### src/rtl/display_scan_ctrl.sv
// Scan controller for a bank of common-anode 7-segment digits sharing one decoder.
// Holds an active frame of BCD codes and presents one digit per refresh slot,
// with an anode-off guard at the start of each slot. New frames arrive through a
// one-deep pending buffer and are applied only at frame boundaries.
module display_scan_ctrl #(
  parameter int NUM_DIGITS  = 4,
  parameter int REFRESH_DIV = 50000,
  parameter int GAP_CYCLES  = 16,
  parameter int LZ_BLANK    = 1,
  localparam int IDX_W      = $clog2(NUM_DIGITS),
  localparam int CNT_W      = $clog2(REFRESH_DIV)
) (
  input  logic                    clk,
  input  logic                    rst,
  input  logic                    enable,
  input  logic                    load_valid,
  input  logic [4*NUM_DIGITS-1:0] load_data,
  output logic                    load_ready,
  output logic [3:0]              digit_code,
  output logic [NUM_DIGITS-1:0]   anodes_n,
  output logic [IDX_W-1:0]        digit_idx
);

  logic [CNT_W-1:0]           r_slot_cnt;
  logic [IDX_W-1:0]           r_digit_idx;
  logic [NUM_DIGITS-1:0][3:0] r_active;
  logic [NUM_DIGITS-1:0][3:0] r_pending;
  logic                       r_pend_full;
  logic                       r_ready;
  logic [3:0]                 r_digit_code;
  logic [NUM_DIGITS-1:0]      r_anodes_n;

  logic                       w_xfer;
  logic                       w_slot_end;
  logic                       w_last_digit;
  logic                       w_boundary;
  logic                       w_pend_full_nxt;
  logic                       w_gap;
  logic [NUM_DIGITS-1:0]      w_blank;
  logic [NUM_DIGITS-1:0]      w_anodes_nxt;

  assign w_xfer       = load_valid && r_ready;
  assign w_slot_end   = (r_slot_cnt == CNT_W'(REFRESH_DIV - 1));
  assign w_last_digit = (r_digit_idx == IDX_W'(NUM_DIGITS - 1));
  // Disabling counts as a boundary so a pending frame is never stranded while dark.
  assign w_boundary   = !enable || (w_slot_end && w_last_digit);
  assign w_gap        = (r_slot_cnt < CNT_W'(GAP_CYCLES));

  // A boundary drains pending; a transfer in the same cycle can only happen when
  // pending was already empty, so it simply refills it.
  assign w_pend_full_nxt = w_xfer ? 1'b1 : (w_boundary ? 1'b0 : r_pend_full);

  // Leading-zero blanking: digit k dark when it and every higher digit are zero.
  // Digit 0 always shows so a zero frame still reads "0".
  assign w_blank[0] = 1'b0;
  for (genvar k = 1; k < NUM_DIGITS; k++) begin : g_blank
    assign w_blank[k] = (LZ_BLANK != 0) && (r_active[NUM_DIGITS-1:k] == '0);
  end

  // Anode for the scanned digit goes low only in the ON part of the slot.
  always_comb begin
    w_anodes_nxt = '1;
    if (enable && !w_gap && !w_blank[r_digit_idx])
      w_anodes_nxt[r_digit_idx] = 1'b0;
  end

  // Slot/digit counters, handshake buffer and frame swap.
  always_ff @(posedge clk) begin
    if (rst) begin
      r_slot_cnt  <= '0;
      r_digit_idx <= '0;
      r_active    <= '0;
      r_pending   <= '0;
      r_pend_full <= 1'b0;
      r_ready     <= 1'b0;
    end else begin
      r_pend_full <= w_pend_full_nxt;
      r_ready     <= ~w_pend_full_nxt;
      if (w_xfer)
        r_pending <= load_data;
      if (w_boundary && r_pend_full)
        r_active <= r_pending;
      if (!enable) begin
        r_slot_cnt  <= '0;
        r_digit_idx <= '0;
      end else if (w_slot_end) begin
        r_slot_cnt  <= '0;
        r_digit_idx <= w_last_digit ? '0 : r_digit_idx + 1'b1;
      end else begin
        r_slot_cnt  <= r_slot_cnt + 1'b1;
      end
    end
  end

  // Registered drive to the decoder and anodes; the code is valid through the
  // guard gap so segments settle before the anode turns on.
  always_ff @(posedge clk) begin
    if (rst) begin
      r_digit_code <= 4'd0;
      r_anodes_n   <= '1;
    end else begin
      r_digit_code <= r_active[r_digit_idx];
      r_anodes_n   <= w_anodes_nxt;
    end
  end

  assign load_ready = r_ready;
  assign digit_code = r_digit_code;
  assign anodes_n   = r_anodes_n;
  assign digit_idx  = r_digit_idx;

endmodule
### config.mk
export PLATFORM = sky130hd
export DESIGN_NAME = display_scan_ctrl
export DESIGN_NICKNAME = d
export VERILOG_FILES = /design/src/rtl/display_scan_ctrl.sv
export SDC_FILE = /design/constraint.sdc
export NUM_CORES = 1
export LEC_CHECK = 0
export CAP_MARGIN = 15
export CORE_AREA = 2 2 87 89
export DETAILED_ROUTE_END_ITERATION = 7
export DIE_AREA = 0 0 89 91
export GPL_ROUTABILITY_DRIVEN = 0
export SKIP_LAST_GASP = 1
export SYNTH_ARGS = -nofsm -noshare
export SYNTH_HDL_FRONTEND = slang
export SYNTH_SLANG_ARGS = --single-unit
### constraint.sdc
create_clock -name clk -period 2.45 [get_ports clk]
set_clock_uncertainty 0.15 [all_clocks]
set_input_delay 0.49 -clock clk [delete_from_list [all_inputs] [get_ports clk]]
set_output_delay 0.49 -clock clk [all_outputs]
set_load 0.1 [all_outputs]
==> results.md, run 1 <==
* Worst path top cell family by delay: simple AND/OR/NAND/NOR gates
* Startpoint Class: register
* Post_cts resized at 0
* Setup TNS at 0 ns
* Die Area at 8100 sq um
* Syn avg cell area at about 8.6 sq um
* Layout cells sized above 1 at 0.137
* R2R Setup Slk at around 0.37 ns
* Max Fclk at approximately 0.48 GHz
* Total grt overflow at 0
* P per Cell Area at about 600 nW/um^2
* IO buf count at 30
* Commonest cells after routing, fill and taps aside: dfxtp_1 (58), nand2_1 (38), nand4_1 (26)
* Vias in the first global route at 2256
* Worst skew pair latency at around 0.33 ns
* Post-route ant nets at 0
* Rows at 31
* DP HPWL at 4100 um
* CP Buf/Inv Count at 1
* Required time of the critical path at around 2.6 ns
* Fin. max-slew vios at 0
* Lkg Pwr at 0.00110 uW
* Worst r2r src: digit_idx[0]
* Critical R2R Capture: load_ready
* Status: finished clean
* Worst r2r path cells at 6
* CTS tree: done
* CP max FO at 33
* Critical-path cell list: ha_1 > or4b_4 > nor4_4 > buf_12 > nand3b_1 > and3_1
* Netlist cell types at 34
* Total routed wirelength at ~6100 um
* Register bit total from synthesis at 60
* Root buf cell: clkbuf_8
* Most common cell after layout, fill and taps aside: dfxtp_1
* Count of hold-fix buffers inserted at cts at 0
* Final setup violation count at 0
* # diodes at 0
* Antenna violations before repair at 0
* Largest net degree at the start of global routing at 55
* CP Class: reg2reg
* Synthesized area at 2800 sq um
* H-tree levels at 3
* First DRT Iteration DRCs at between 100 and 150
* Postcts setup bufs at 0
* # DRC at 0
* Syn_nets at between 300 and 400
* Initial Util at 0.392
* Crit path DAT at 2.20 ns
* Hold EP: r_slot_cnt[0]
* Drt wl/cell at roughly 13 um
* Post-Layout Cell Count at between 400 and 500
* Ys Warns at 0
* Num CTS Buffers at 9
* Hold wc startpoint: r_slot_cnt[0]
* Final clock period utilization by the worst path at 0.848
* Maximum capacitance violations at 0
* Max VDD drop at about 0.00035 V
* Die W at roughly 89 um
* Final worst path period need at roughly 2.1 ns
* # IOs at 31
* Tot Pwr at ~2000 uW
* Sinks on Clock Net at 60
* Pre-antenna DRT Iters at 4
* Dpl cells at between 400 and 500
* RSZ-0062 raised after global routing: no
* Nets at 377
* Slew headroom at 0.634
* Critical Path Sink Type: register
* GR Util All Layers at 0.160
* Min-delay worst type: reg2reg
* Hold depth at 1
* CP max stage delay at 0.49 ns
* First-pass GRT wire length at between 10000 and 15000 um
* Post-Synthesis Cells at roughly 330
* Vias/cell at ~5.3
* Max Buffers Root-to-Sink at 2
* Final Hold Vio Count at 0
* Die Y at between 90 and 100 um
* Register area share after synthesis at 0.429
* Slowest cell on the critical path: or4b_4
* Vias at roughly 2.4k
* Area delta synth->final at 20.8%
* Actual slew at the worst max-slew pin at around 0.55 ns
* Reg clk slew, reported paths at 0.07 ns
* Total core area at ~7000 sq um
## cells by family (layout without fill, tap and decap cells)
family | after synthesis | count (layout) | synth area share
adders and majority gates | 5 | 5 | 0.0223
xor gates and xnor gates | 13 | 13 | 0.0407
buffers and inverters | 36 | 67 | 0.0581
muxes | 4 | 4 | 0.0322
AOI/OAI and AO/OA | 58 | 58 | 0.126
and+or+nand+nor | 150 | 150 | 0.291
DFF | 60 | 60 | 0.429
## synthesized netlist by cell type
cell / count / area, sq um
dfxtp_1: 60 / 1200
nand2_1: 38 / 143
nand4_1: 26 / 163
a21oi_1: 21 / 105
nand3_1: 21 / 105
clkbuf_1: 19 / 71.3
nor2_1: 18 / 67.6
a31oi_1: 16 / 100
nor3b_1: 16 / 120
o211ai_1: 16 / 120
xnor2_1: 11 / 96.3
inv_1: 9 / 33.8
nor4_1: 7 / 43.8
and2_1: 5 / 31.3
ha_1: 5 / 62.6
nor3_1: 5 / 25.0
or4_1: 5 / 37.5
mux4_2: 4 / 90.1
buf_6: 3 / 33.8
o21ai_0: 3 / 15.0
buf_1: 2 / 7.51
nor2b_1: 2 / 12.5
or3_1: 2 / 12.5
xor2_1: 2 / 17.5
a31o_2: 1 / 8.76
and3_1: 1 / 6.26
buf_2: 1 / 5.00
buf_4: 1 / 7.51
inv_2: 1 / 3.75
nand3b_1: 1 / 7.51
nor4_4: 1 / 21.3
o21ai_1: 1 / 5.00
or2_2: 1 / 6.26
or4b_4: 1 / 13.8
## power breakdown
group,switching [uW],total [uW],internal (uW),leakage [uW]
Clock,390,885,495,0.0000983
Combinational,82.9,140,57.1,0.000518
Sequential,17.3,1010,995,0.000487
## layer usage
metal,vias up,part of all wire,track usage
li1,1237,-,-
met5,-,0,0
met1,1127,0.49,0.215
met4,0,0.0090,0.0498
met3,4,0.044,0.0455
met2,54,0.46,0.249
## registers in the layout (all words and copies together), names as in the netlist
name / cells
r_pending: 16
r_slot_cnt: 16
digit_idx: 2
load_ready: 1
anodes_n: 4
r_active: 16
digit_code: 4
r_pend_full: 1
## metrics by stage
| step | util | instance area (sq um) | setup WS [ns] | hold WS, ns |
|---|---|---|---|---|
| floorplan | - | 2800 | 0.0551 | 0.280 |
| global placement | 0.445 | 3170 | 0.0850 | 0.297 |
| detailed placement | 0.445 | 3170 | 0.0448 | 0.307 |
| CTS | 0.473 | 3380 | 0.369 | 0.323 |
| global route | 0.474 | 3380 | 0.263 | 0.354 |
| finish | 0.474 | 3380 | 0.372 | 0.317 |
## worst max-delay path by stage
stage	startpoint	to	slack [ns]	cells after the start
6_report	digit_idx[0]	load_ready	0.37	6
5_1_grt	digit_idx[1]	load_ready	0.26	6
4_1_cts	digit_idx[0]	load_ready	0.37	6
3_5_place_dp	enable	r_active[0]	0.04	4
3_3_place_gp	enable	r_active[3]	0.08	4
2_1_floorplan	digit_idx[1]	r_active[10]	0.06	6
## cell type report
cell class | count | area, sq um
Clock buffer | 10 | 138
Sequential cell | 60 | 1200
Fill cell | 726 | 3750
Multi-Input combinational cell | 230 | 1440
Timing Repair Buffer | 41 | 380
Inverter | 10 | 37.5
Tap cell | 99 | 124
Clock inverter | 6 | 63.8
No activity file was read; power rests on OpenSTA's default activity.
==> inputs of run 2 (changes only) <==
==> constraint.sdc (replaced) <==
create_clock -name clk -period 1.8 [get_ports clk]
set_clock_uncertainty 0.15 [all_clocks]
set_input_delay 0.36 -clock clk [delete_from_list [all_inputs] [get_ports clk]]
set_output_delay 0.36 -clock clk [all_outputs]
set_load 0.1 [all_outputs]
==> results.md, run 2 (same netlist as run 1, synthesis figures left out) <==
* Total core area at 7140 sq um (unchanged)
* Combinational group share of total power at 0.084 (+0.015)
* Max VDD drop at 0.000361 V (+3.5%)
* Total grt overflow at 0 (unchanged)
* P per Cell Area at 696 nW/um^2 (+16%)
* Layout cells sized above 1 at 0.223 (+0.0858)
* Final Worst Setup Slack at -0.0393 ns (-0.411 ns)
* Failing checks: negative setup slack
* Final worst path period need at 1.84 ns (-0.239 ns)
* Max Buffers Root-to-Sink at 2 (unchanged)
* Area delta synth->final at 35.6%
* Hold EP: r_pending[10]
* # IOs at 31 (unchanged)
* Critical Path Sink Type: register
* Num CTS Buffers at 9 (unchanged)
* Setup TNS at -0.278 ns (-0.278 ns)
* IO buf count at 30 (unchanged)
* Clock power share at 0.396 (-0.039)
* Final clock period utilization by the worst path at 1.02 (+0.174)
* Slew headroom at 0.733 (+0.0985)
* Worst r2r path cells at 7 (+1)
* Hold depth at 2 (+1)
* Worst skew pair latency at 0.35 ns (+0.02 ns)
* R2R Setup Slk at -0.04 ns (-0.41 ns)
* Fin. max-slew vios at 0 (unchanged)
* RSZ-0062 raised after global routing: yes
* Largest registers: r_active (16), r_pending (16), r_slot_cnt (16)
* CP Class: reg2reg
* Final Hold Vio Count at 0 (unchanged)
* DP HPWL at 4610 um (+13%)
* CTS tree: done
* Required time of the critical path at 1.91 ns (-0.66 ns)
* Sw Share at 0.264 (+0.0232)
* Commonest cells after routing, fill and taps aside: dfxtp_1 (57), nand2_1 (38), buf_4 (37)
* Actual slew at the worst max-slew pin at 0.397 ns (-0.151 ns)
* Largest net degree at the start of global routing at 48 (-13%)
* Most common cell after layout, fill and taps aside: dfxtp_1
* Hold wc startpoint: r_pending[10]
* Final setup violation count at 12 (+12)
* Vias in the first global route at 2344 (+3.9%)
* Max Fclk at 0.544 GHz (+13%)
* Die Area at 8100 sq um (unchanged)
* Sw Pwr at 697 uW (+42%)
* Min-delay worst type: reg2reg
* # diodes at 0 (unchanged)
* # DRC at 0 (unchanged)
* Vias/cell at 5.27 (-0.82%)
* Layout filler cell count at 681 (-6.2%)
* H-tree levels at 3 (unchanged)
* Worst slack, placed at -0.0604 ns (-0.105 ns)
* Nets at 410 (+8.8%)
* First-pass GRT wire length at 11100 um (+6.6%)
* Crit path DAT at 1.95 ns (-0.25 ns)
* Reg power frac at 0.520 (+0.023)
* CP max FO at 6 (-82%)
* Cell internal pwr at 1940 uW (+26%)
* Post-route ant nets at 0 (unchanged)
* Drt wl/cell at 13.4 um (+0.48%)
* Tot Pwr at 2640 uW (+30%)
* Sinks on Clock Net at 60 (unchanged)
* Rows at 31 (unchanged)
* Dpl cells at 469 (+6.8%)
* Post-Layout Cell Count at 489 (+7.2%)
* Maximum capacitance violations at 0 (unchanged)
* Worst r2r src: digit_idx[0]
* Vias at 2576 (+6.4%)
* GR Util All Layers at 0.174 (+0.0135)
* Die W at 89 um (unchanged)
* Critical R2R Capture: r_active[6]
* Total routed wirelength at 6560 um (+7.8%)
* Reg clk slew, reported paths at 0.07 ns (about the same)
* Antenna violations before repair at 0 (unchanged)
* Startpoint Class: register
* Initial Util at 0.392 (unchanged)
* Status: complete, but fails checks
* Count of hold-fix buffers inserted at cts at 0 (unchanged)
* Lkg Pwr at 0.00132 uW (+20%)
* Final core utilization at 0.532 (+0.0580)
* Pre-antenna DRT Iters at 4 (unchanged)
* First DRT Iteration DRCs at 97 (-9.3%)
* Root buf cell: clkbuf_8
* Die Y at 91 um (unchanged)
-- run 2: cell types whose count changed in the layout (fill, tap and decap cells not counted), sizes merged --
| cell | previous run | this run |
|---|---|---|
| buf | 22 | 55 |
| clkinv | 3 | 5 |
| bufinv | 1 | 0 |
| clkbuf | 10 | 9 |
-- run 2: worst max-delay path, stage by stage (launching register included) --
cell and delay, ns:
dfxtp_4 0.36, ha_4 0.12, or4b_4 0.47, nor4_4 0.16, buf_6 0.17, buf_4 0.13
nand4_1 0.09, o211ai_1 0.10
-- run 2: metrics by stage --
step           hold WS [ns]  instance area [sq um]
2_1_floorplan         0.280                   2840
3_3_place_gp          0.312                   3580
3_5_place_dp          0.312                   3580
4_1_cts               0.322                   3780
5_1_grt               0.343                   3800
6_report              0.320                   3800
-- run 2: how the worst max path moves through the flow --
stage | from | end | slack, ns | depth (start not counted)
final | digit_idx[0] | r_active[6] | -0.04 | 7
after global placement | digit_idx[0] | r_active[10] | -0.03 | 7
after CTS | digit_idx[0] | r_active[6] | -0.04 | 7
after global routing | digit_idx[0] | r_active[10] | -0.15 | 7
after detailed placement | digit_idx[0] | r_active[0] | -0.06 | 7
after floorplan | digit_idx[1] | r_active[10] | -0.27 | 6
-- run 2: power groups by stage --
stage / Clock (uW) / Combinational, uW / Sequential, uW
global route: 1140 / 241 / 1380
detailed placement: 0 / 222 / 1400
floorplan: 0 / 98.2 / 1410
global placement: 0 / 221 / 1400
CTS: 1090 / 223 / 1370
finish: 1040 / 222 / 1370
-- run 2: metal layers --
layer,vias to the layer above,global-route usage,wire length [um]
met4,0,0.0858,91
met3,8,0.0327,259
met2,56,0.251,2930
met5,-,0,0
met1,1199,0.246,3280
li1,1313,-,-
-- run 2: cell type report --
class / instances / area [sq um] / area share
Multi-Input combinational cell: 230 / 1460 / 0.384
Sequential cell: 60 / 1210 / 0.319
Timing Repair Buffer: 74 / 802 / 0.211
Clock buffer: 9 / 124 / 0.0326
Tap cell: 99 / 124 / 0.0326
Clock inverter: 7 / 43.8 / 0.0115
Inverter: 10 / 37.5 / 0.00988
-- run 2: timing repair --
action / 4_1_cts / 5_1_grt
buffers inserted: 2 / 2
cloned: 0 / 0
setup endpoints to repair: 18 / 23
gates resized for setup: 4 / 0
pin swaps: 6 / 4
